<file path="config.mk">
export PLATFORM = sky130hd
export DESIGN_NAME = div_unit
export DESIGN_NICKNAME = d
export VERILOG_FILES = /design/src/rtl/div_unit.sv
export SDC_FILE = /design/constraint.sdc
export NUM_CORES = 1
export LEC_CHECK = 0
export BUFFER_PORTS_ARGS = -buffer_cell sky130_fd_sc_hd__buf_2
export CORE_MARGIN = 3
export CORE_UTILIZATION = 40
export DETAILED_ROUTE_END_ITERATION = 16
export GPL_TIMING_DRIVEN = 0
export PLACE_DENSITY = 0.7
export SLEW_MARGIN = 5
export SYNTH_ARGS = -nofsm -noshare
export SYNTH_HDL_FRONTEND = slang
export SYNTH_SLANG_ARGS = --single-unit
export TNS_END_PERCENT = 10
</file>
<file path="constraint.sdc">
create_clock -name clk -period 5.4 [get_ports clk]
set_input_delay 0 -clock clk [delete_from_list [all_inputs] [get_ports clk]]
set_output_delay 0 -clock clk [all_outputs]
set_load 0.05 [all_outputs]
</file>
<file path="src/rtl/div_unit.sv">
// Multi-cycle 32-bit integer divider for div.w/div.wu/mod.w/mod.wu.
// Restoring radix-2, one quotient bit per cycle, with an EX-stage stall handshake.
module div_unit (
    input  logic        clk,
    input  logic        reset,
    input  logic        div_valid,
    input  logic        div_signed,
    input  logic [31:0] dividend,
    input  logic [31:0] divisor,
    input  logic        es_go,
    input  logic        flush,
    output logic        div_stall,
    output logic [31:0] quotient,
    output logic [31:0] remainder
);

    localparam int unsigned W  = 32;
    localparam int unsigned CW = 6;

    typedef enum logic [1:0] {IDLE, BUSY, DONE} state_t;

    state_t          state;
    logic [CW-1:0]   count;
    logic [W:0]      pr;
    logic [W-1:0]    qw;
    logic [W-1:0]    dvs_mag;
    logic [W-1:0]    dvd_orig;
    logic            q_neg;
    logic            r_neg;
    logic            div_zero;

    logic            dvd_neg;
    logic            dvs_neg;
    logic [W-1:0]    dvd_mag_in;
    logic [W-1:0]    dvs_mag_in;
    logic [W+1:0]    shifted;
    logic [W:0]      diff;
    logic            q_bit;
    logic [W:0]      pr_next;
    logic [W-1:0]    qw_next;
    logic [W-1:0]    rem_mag;
    logic [W-1:0]    q_fix;
    logic [W-1:0]    r_fix;

    // Operand magnitudes captured at accept
    always_comb begin
        dvd_neg    = div_signed & dividend[W-1];
        dvs_neg    = div_signed & divisor[W-1];
        dvd_mag_in = dvd_neg ? -dividend : dividend;
        dvs_mag_in = dvs_neg ? -divisor : divisor;
    end

    // One restoring step plus the sign fix-up applied on the final step
    always_comb begin
        shifted = {pr, qw[W-1]};
        q_bit   = (shifted >= {2'b00, dvs_mag});
        diff    = shifted[W:0] - {1'b0, dvs_mag};
        pr_next = q_bit ? diff : shifted[W:0];
        qw_next = {qw[W-2:0], q_bit};
        rem_mag = W'(pr_next);
        q_fix   = q_neg ? -qw_next : qw_next;
        r_fix   = r_neg ? -rem_mag : rem_mag;
    end

    assign div_stall = div_valid & ~flush & (state != DONE);

    always_ff @(posedge clk) begin
        if (reset) begin
            state     <= IDLE;
            count     <= '0;
            pr        <= '0;
            qw        <= '0;
            dvs_mag   <= '0;
            dvd_orig  <= '0;
            q_neg     <= 1'b0;
            r_neg     <= 1'b0;
            div_zero  <= 1'b0;
            quotient  <= '0;
            remainder <= '0;
        end else if (flush) begin
            state <= IDLE;
        end else begin
            case (state)
                IDLE: begin
                    if (div_valid) begin
                        qw       <= dvd_mag_in;
                        dvs_mag  <= dvs_mag_in;
                        dvd_orig <= dividend;
                        q_neg    <= dvd_neg ^ dvs_neg;
                        r_neg    <= dvd_neg;
                        div_zero <= (divisor == '0);
                        pr       <= '0;
                        count    <= '0;
                        state    <= BUSY;
                    end
                end
                BUSY: begin
                    pr    <= pr_next;
                    qw    <= qw_next;
                    count <= count + CW'(1);
                    if (count == CW'(W - 1)) begin
                        // Divide-by-zero bypasses the sign fix-up entirely
                        quotient  <= div_zero ? '1 : q_fix;
                        remainder <= div_zero ? dvd_orig : r_fix;
                        state     <= DONE;
                    end
                end
                DONE: begin
                    if (es_go) begin
                        state <= IDLE;
                    end
                end
                default: state <= IDLE;
            endcase
        end
    end

endmodule

</file>
Word-level counts from Yosys, hierarchy flattened
Index checks and enable logic that the tools add are counted.
{"block": "classes", "addsub": 6, "order_cmp": 1, "n_reduce_logical": 8, "n_mux": 17, "n_bitwise": 6, "n_eq_ne": 7}
{"op": "$mux 32", "count": 7}
{"op": "$neg 32->32", "count": 4}
{"op": "$mux 33", "count": 2}
{"op": "$pmux 33 s2", "count": 1}
{"op": "$pmux 32 s2", "count": 1}
{"op": "$ge 34x32->1", "count": 1}
{"op": "$sub 33x32->33", "count": 1}
{"op": "$logic_not 32->1", "count": 1}
{"op": "$pmux 6 s2", "count": 1}
{"op": "$reduce_and 3->1", "count": 4}
{"op": "$ne 2x2->1 const B", "count": 4}
{"op": "$add 6x1->6 const B", "count": 1}
{"op": "$eq 6x5->1 const B", "count": 1}
{"op": "$mux 2", "count": 3}
{"op": "$mux 6", "count": 1}
{"op": "$pmux 2 s3", "count": 1}
{"op": "$and 1x1->1", "count": 4}
{"op": "$eq 2x1->1 const B", "count": 1}
{"op": "$eq 2x2->1 const B", "count": 1}
{"op": "$logic_not 2->1", "count": 1}
{"op": "$reduce_bool 2->1", "count": 1}
{"op": "$reduce_or 2->1", "count": 1}
{"op": "$not 1->1", "count": 1}
{"op": "$xor 1x1->1", "count": 1}
{"block": "word_totals", "elab_cells": 56, "input_bits": 70, "reg_bits": 204}

Longest topological paths before layout
Gate-level depths: netlist of the first run.
{"block": "depth", "depth_word": 5, "depth_mapped": 25, "depth_no_buf": 22}

Least setup slack after synthesis of the first run
Ideal clock, no wire load.
{"block": "synth_timing", "kind": "reg-to-reg", "from": "register qw[31]", "to": "register remainder[26]", "setup_ns": 0.070, "setup_slack_ns": -0.288, "path_buffers": 3, "arrival_time_ns": 5.618, "stages_incl_launch_ff": 25, "period_less_slack_ns": 5.688, "cell_sequence": "dfxtp_1 inv_1 ha_1 inv_1 fa_1 a21o_1 a221o_1 a221oi_4 o211ai_2 nand4bb_1 nand2_1 clkbuf_1 buf_1 clkbuf_1 o21ai_0 ha_1 nand2_1 nor3_1 o21ai_0 or3b_2 o22a_1 or4_1 o21ai_1 mux2_2 a21oi_1"}
{"block": "synth_via", "elab_chain_cells": 5}
{"item": "from (decl)", "line": "25", "rtl": "logic [W-1:0] qw;"}
{"item": "from (signal assigned)", "line": "86", "rtl": "qw <= dvd_mag_in;"}
{"item": "from (signal assigned)", "line": "99", "rtl": "qw <= qw_next;"}
{"item": "$sub 33x32->33 or $ge 34x32->1 (tied branches)", "line": "57, 56"}
{"item": "$mux 33 *", "line": "58", "rtl": "pr_next = q_bit ? diff : shifted[W:0];"}
{"item": "$neg 32->32", "line": "62", "rtl": "r_fix = r_neg ? -rem_mag : rem_mag;"}
{"item": "$mux 32 *", "line": "62"}
{"item": "$mux 32 *", "line": "104", "rtl": "remainder <= div_zero ? dvd_orig : r_fix;"}
{"item": "to (signal assigned)", "line": "104"}
{"item": "to (decl)", "line": "14", "rtl": "output logic [31:0] remainder"}
Mark *: on every way between the ends. The rest lies on a longest branch, timed or not.
A chain may end at the register's enable or synchronous reset.

Worst setup path in the final report of the first run
Ends and elaborated chain as after synthesis.

==> out/metrics.yaml, run 1 <==
logic_synthesis:
  synthDistinctLibCells: 78
  ys_seq_elements: 204
  yosysWarnings: 0
  yosys.area.top_type_share_pct: 31.8
  synth_ff_type: "dfxtp_1"
  synthTopCellsByArea: "dfxtp_1, nor2_1, nand2_1"
  synth_edf_count: 0
  async_flop_share_pct: 0
  synth_cells: 1703
  ys_seq_area_share_pct: 31.8
  synth.largest_area_cell: "dfxtp_1"
  syn_area_per_cell_um2: 7.55
  synth_area_um2: 12900
  syn_nets: 1811
routing:
  routed_wl_mm: 48.9
  drtPass1Iterations: 7
  num_vias: 14100
  final_antenna_net_count: 0
  drt_iter0_drc: 1415
  drc: 0
  via_per_inst: 5.92
  avgRoutedWirePerCell_um: 20.6
timing:
  fin_ws_ps: 123
  hold_slack_ps: 41.4
  finClkSkew_ps: 30.8
  fin_setup_tns_ps: 0
  period_minus_slack_ps: 5280
  max_slew_margin_pct: 38.5
  setup_viol: 0
  slew_viol_final: 0
  worst_slew_pin_slew_ps: 909
  finalHoldViolations: 0
  fmax_ghz: 0.189
  fin_crit_sh_pct: 97.7
run:
  cap_viol_max_count: 0
grt:
  grt_pass1_wl_mm: 74.5
  antenna_found_initial: 0
  grt_usage_pct: 27.5
  grt_pass1_vias: 13000
  grt_start_max_net_pins: 20
  grt_overflow: 0
setup_path:
  critPathMaxStageDelay_ps: 580
  crit_slowest_cell: "or4_4"
  worstPathArrival_ps: 5750
  start_kind: "register"
  endpoint_kind: "register"
  path_cells: "inv_2 > ha_4 > inv_2 > fa_2 > a21o_1 > a221o_1 > a221oi_4 > o211ai_2 > nand4bb_1 > nand2_2 > clkbuf_16 > buf_16 > o21ai_4 > ha_4 > nand2_4 > nor3_4 > o21ai_2 > or3b_4 > o22a_4 > or4_4 > o21ai_2 > mux2_4 > a21oi_2"
  crit_required_ps: 5870
  critPathKind: "reg2reg"
  path_delay_family: "compound AO/OA/AOI/OAI gates"
  critPathBufInv: 4
  cp_max_fo: 7
floorplanning:
  start_util_pct: 40.6
  num_rows: 65
  die_w_um: 185
  die-area_um2: 34300
  core_area_um2: 31600
  boundaryPins: 135
  die_y_um: 185
place:
  port_buffers: 134
  place.gp.congestion: 0.980
  dp_hpwl_mm: 37.7
  dp_slack_ps: -1130
cells_and_area:
  utilization_pct: 50.9
  final_common_cell: "nor2_1"
  final_cell_mix: "nor2_1, nand2_1, dfxtp_1"
  drive_gt1_share_pct: 13.1
  nets: 2064
  area_growth_pct: 25.3
  diodes: 0
clock_tree:
  cts_root_buf: "clkbuf_16"
  path_clk_slew_ps: 60
  clock_sinks: 204
  cts_max_level: 1
  worst_skew_pair.late_latency_ps: 540
  tritoncts: "done"
  clockBufferDepth: 3
  cts_buffers: 24
pwr:
  ir_drop_uv: 220
  p_per_area_nw_per_um2: 281
  leakagePower_nw: 6.44
  finalPower_mw: 4.52
min_path:
  worstHoldPathType: "in2reg"
outcome:
  status: "finished, final reports clean"
-- cells by family after synthesis --
family | share of synthesized area, %
fa+ha+maj | 3.76
compound gates | 26.5
flops | 31.8
mux | 2.54
simple gates | 21.5
xor+xnor | 8.99
buf+inv | 4.93
-- sequential cells by signal, summed over array words and instances, names as in the netlist --
name       flops
count          6
div_zero       1
dvd_orig      32
dvs_mag       32
pr            33
q_neg          1
quotient      32
qw            32
r_neg          1
remainder     32
state          2
-- worst paths after layout --
path | startpoint | end | slack [ps] | cells past startpoint
max | qw[31] | remainder[26] | 120 | 23
min | div_valid | qw[28] | 40 | 4
max reg2reg | qw[31] | remainder[26] | 120 | 23
min reg2reg | dvs_mag[16] | dvs_mag[16] | 450 | 2
-- stage by stage --
| step | instance area, µm² | std cells |
|---|---|---|
| finish | 16100 | 2376 |
| global route | 16100 | 2376 |
| CTS | 15900 | 2364 |
| detailed placement | 14100 | 2240 |
| global placement | 14100 | 2239 |
| floorplan | 12900 | 1703 |
-- report_power, final --
group / internal (mW) / leakage [nW] / switching (mW)
combinational: 0.380 / 4.31 / 0.616
clock: 1.24 / 0.468 / 0.688
sequential: 1.55 / 1.66 / 0.0457
total: 3.17 / 6.44 / 1.35
-- area by class of cell --
cell class	instances	area, µm²
Sequential cell	204	4090
Clock inverter	10	218
Buffer	108	492
Fill cell	3031	15500
Inverter	55	206
Tap cell	402	503
Timing Repair Buffer	229	1580
Multi-Input combinational cell	1334	8280
Clock buffer	34	738
-- worst register-to-register path, cell delays in order, from the launching register on --
cell,delay (ps)
dfxtp_4,380
inv_2,70
ha_4,130
inv_2,40
fa_2,370
a21o_1,200
a221o_1,370
a221oi_4,330
o211ai_2,150
nand4bb_1,170
nand2_2,110
clkbuf_16,180
buf_16,140
o21ai_4,210
ha_4,200
nand2_4,60
nor3_4,200
o21ai_2,90
or3b_4,380
o22a_4,290
or4_4,580
o21ai_2,170
mux2_4,320
a21oi_2,110
-- repair_timing --
action | CTS | global route
hold buffers | 77 | 0
buffers inserted | 5 | 12
gates resized for setup | 24 | 23
hold endpoints to repair | 91 | 0
pin swaps | 7 | 15
endpoints found under the setup margin | 19 | 8
-- layer usage --
layer / global-route usage (%) / part of all wire (%)
met2: 44.1 / 45
met3: 3.40 / 8.2
met1: 38.6 / 44
met4: 8.58 / 3.4
met5: 0 / 0
-- synth_stat cells (all sizes together) (11+ instances only) --
| cell | number |
|---|---|
| xor2 | 82 |
| xnor2 | 50 |
| clkbuf | 95 |
| nor4 | 20 |
| ha | 37 |
| dfxtp | 204 |
| nand2b | 11 |
| nand2 | 209 |
| o41ai | 14 |
| mux2i | 21 |
| or4 | 17 |
| nor3 | 39 |
| buf | 15 |
| o31ai | 30 |
| nor2 | 224 |
| a21o | 14 |
| inv | 54 |
| o211a | 13 |
| a21oi | 152 |
| a31oi | 18 |
| nand3 | 35 |
| a211oi | 69 |
| and2 | 11 |
| a22oi | 23 |
| or3 | 15 |
| o211ai | 21 |
| o21ai | 89 |
(Power assumes the default switching activity.)
==> inputs of run 2 (changes only) <==
- CAP_MARGIN: not set -> 5
- GPL_TIMING_DRIVEN: 0 -> not set
==> run 2 against run 1 <==
Against the previous run:
- first-iteration DRC count is 15% lower
- setup slack better by 120 ps
- non-clock buffer count is 99 lower
- via count is 5.4% lower
- largest cell class unchanged
- routed wire length is 11% lower
- power is 9.3% lower
- critical path type unchanged
==> out/metrics.yaml, run 2 (synthesis gave the netlist of run 1 again) <==
setup_path:
  critPathBufInv: 2
  path_cells: "inv_1 > ha_1 > inv_1 > fa_1 > a21o_1 > a221o_1 > a221oi_4 > o211ai_2 > nand4bb_1 > nand2_4 > mux2i_4 > ha_4 > nand2_1 > nor3_2 > o21ai_0 > or3b_2 > o22a_2 > or4_4 > o21ai_1 > mux2_2 > a21oi_1"
  reg2reg_from: "qw[31]"
  critPathMaxStageDelay_ps: 530
  crit_slowest_cell: "or4_4"
  rr_worst_depth: 21
  critPathKind: "reg2reg"
  regToRegSetupSlack_ps: 240
  path_delay_family: "compound AO/OA/AOI/OAI gates"
  endpoint_kind: "register"
  worstPathArrival_ps: 5620
  cp_max_fo: 6
  crit_top_cell: "inv_1"
  crit_required_ps: 5860
  start_kind: "register"
  reg2reg_to: "remainder[26]"
run:
  cap_viol_max_count: 0
timing:
  finClkSkew_ps: 26.3
  fin_crit_sh_pct: 95.6
  worst_slew_pin_slew_ps: 1300
  slew_viol_final: 0
  rsz0062_at_grt: "false"
  setup_viol: 0
  period_minus_slack_ps: 5160
  max_slew_margin_pct: 13.6
  finalHoldViolations: 0
  fin_setup_tns_ps: 0
  fmax_ghz: 0.194
cells_and_area:
  final-instance-count-excl-fill: 2276
  largest_reg_flops: 33
  diodes: 0
  drive_gt1_share_pct: 12.4
  final_cell_mix: "nor2_1, nand2_1, dfxtp_1"
  area_growth_pct: 20.1
  regMostFlops: "pr"
  n_fill_cell: 3053
  final_common_cell: "nor2_1"
  nets: 1965
  utilization_pct: 48.8
floorplanning:
  die_y_um: 185
  die-area_um2: 34300
  boundaryPins: 135
  num_rows: 65
  die_w_um: 185
  core_area_um2: 31600
  start_util_pct: 40.6
min_path:
  holdPathStages: 4
  min_from: "div_valid"
  hold_end: "qw[24]"
  worstHoldPathType: "in2reg"
grt:
  grt_start_max_net_pins: 83
  grt_overflow: 0
  grt_usage_pct: 24.3
  antenna_found_initial: 0
  grt_pass1_vias: 12500
  grt_pass1_wl_mm: 67.8
clock_tree:
  clock_sinks: 204
  worst_skew_pair.late_latency_ps: 530
  cts_max_level: 1
  cts_root_buf: "clkbuf_16"
  path_clk_slew_ps: 70
  cts_buffers: 24
  clockBufferDepth: 3
  tritoncts: "done"
routing:
  drtPass1Iterations: 6
  via_per_inst: 5.85
  drt_iter0_drc: 1206
  final_antenna_net_count: 0
  avgRoutedWirePerCell_um: 19.1
  num_vias: 13300
  drc: 0
  routed_wl_mm: 43.4
place:
  dp_cells: 2152
  port_buffers: 134
  dp_hpwl_mm: 31.4
  place.gp.congestion: 0.922
pwr:
  leakagePower_nw: 6.19
  finalPower_mw: 4.10
  ir_drop_uv: 249
  p_per_area_nw_per_um2: 266
outcome:
  status: "finished, final reports clean"
==> run 2: where the power goes <==
part	total (mW)	switching [mW]	internal, mW
registers	1.59	0.0423	1.55
clock network	1.59	0.661	0.930
logic	0.913	0.565	0.348
==> run 2: worst max path at each step <==
| stage | slack, ps | from | depth (start not counted) | endpoint |
|---|---|---|---|---|
| after global routing | 20 | qw[31] | 21 | remainder[26] |
| final | 240 | qw[31] | 21 | remainder[26] |
| after floorplan | 8 | qw[31] | 24 | remainder[26] |
| after CTS | 110 | qw[31] | 21 | remainder[26] |
| after global placement | 310 | qw[31] | 21 | remainder[26] |
| after detailed placement | 130 | qw[31] | 21 | remainder[26] |
==> run 2: through the flow <==
step / cell area (µm²) / hold slack (ps) / setup WS, ps
2_1_floorplan: 12900 / 79.3 / 8.13
3_3_place_gp: 13800 / 239 / 310
3_5_place_dp: 13800 / 263 / 134
4_1_cts: 15400 / 195 / 108
5_1_grt: 15400 / 242 / 17.1
6_report: 15400 / 203 / 238
==> run 2: worst register-to-register path, stage by stage (launching register included) <==
cell and delay, ps:
dfxtp_1 310, inv_1 60, ha_1 160, inv_1 50, fa_1 400, a21o_1 240, a221o_1 420, a221oi_4 290
o211ai_2 150, nand4bb_1 210, nand2_4 110, mux2i_4 250, ha_4 180, nand2_1 60, nor3_2 140, o21ai_0 130
or3b_2 490, o22a_2 290, or4_4 530, o21ai_1 160, mux2_2 350, a21oi_1 120
==> run 2: area by class of cell <==
cell class	instances	area, µm²	area share, %
multi-input cells	1334	8220	53.2
well taps	402	503	3.26
inverters	55	206	1.34
clock inverters	3	26.3	0.170
repair buffers	238	1660	10.7
flip-flops and latches	204	4090	26.5
clock buffers	40	741	4.80
==> run 2: repair_timing <==
item,4_1_cts,5_1_grt
endpoints found under the hold margin,98,0
setup buffers,0,0
resized for setup,0,6
hold buffers,81,0
setup endpoints to repair,0,6
==> run 2: routing by layer <==
layer / global-route usage (%) / vias up / part of all wire, %
met5: 0 / - / 0
met4: 7.80 / 0 / 2.9
met3: 2.49 / 77 / 5.4
met2: 39.7 / 440 / 46
met1: 33.9 / 6337 / 46
li1: - / 6450 / -
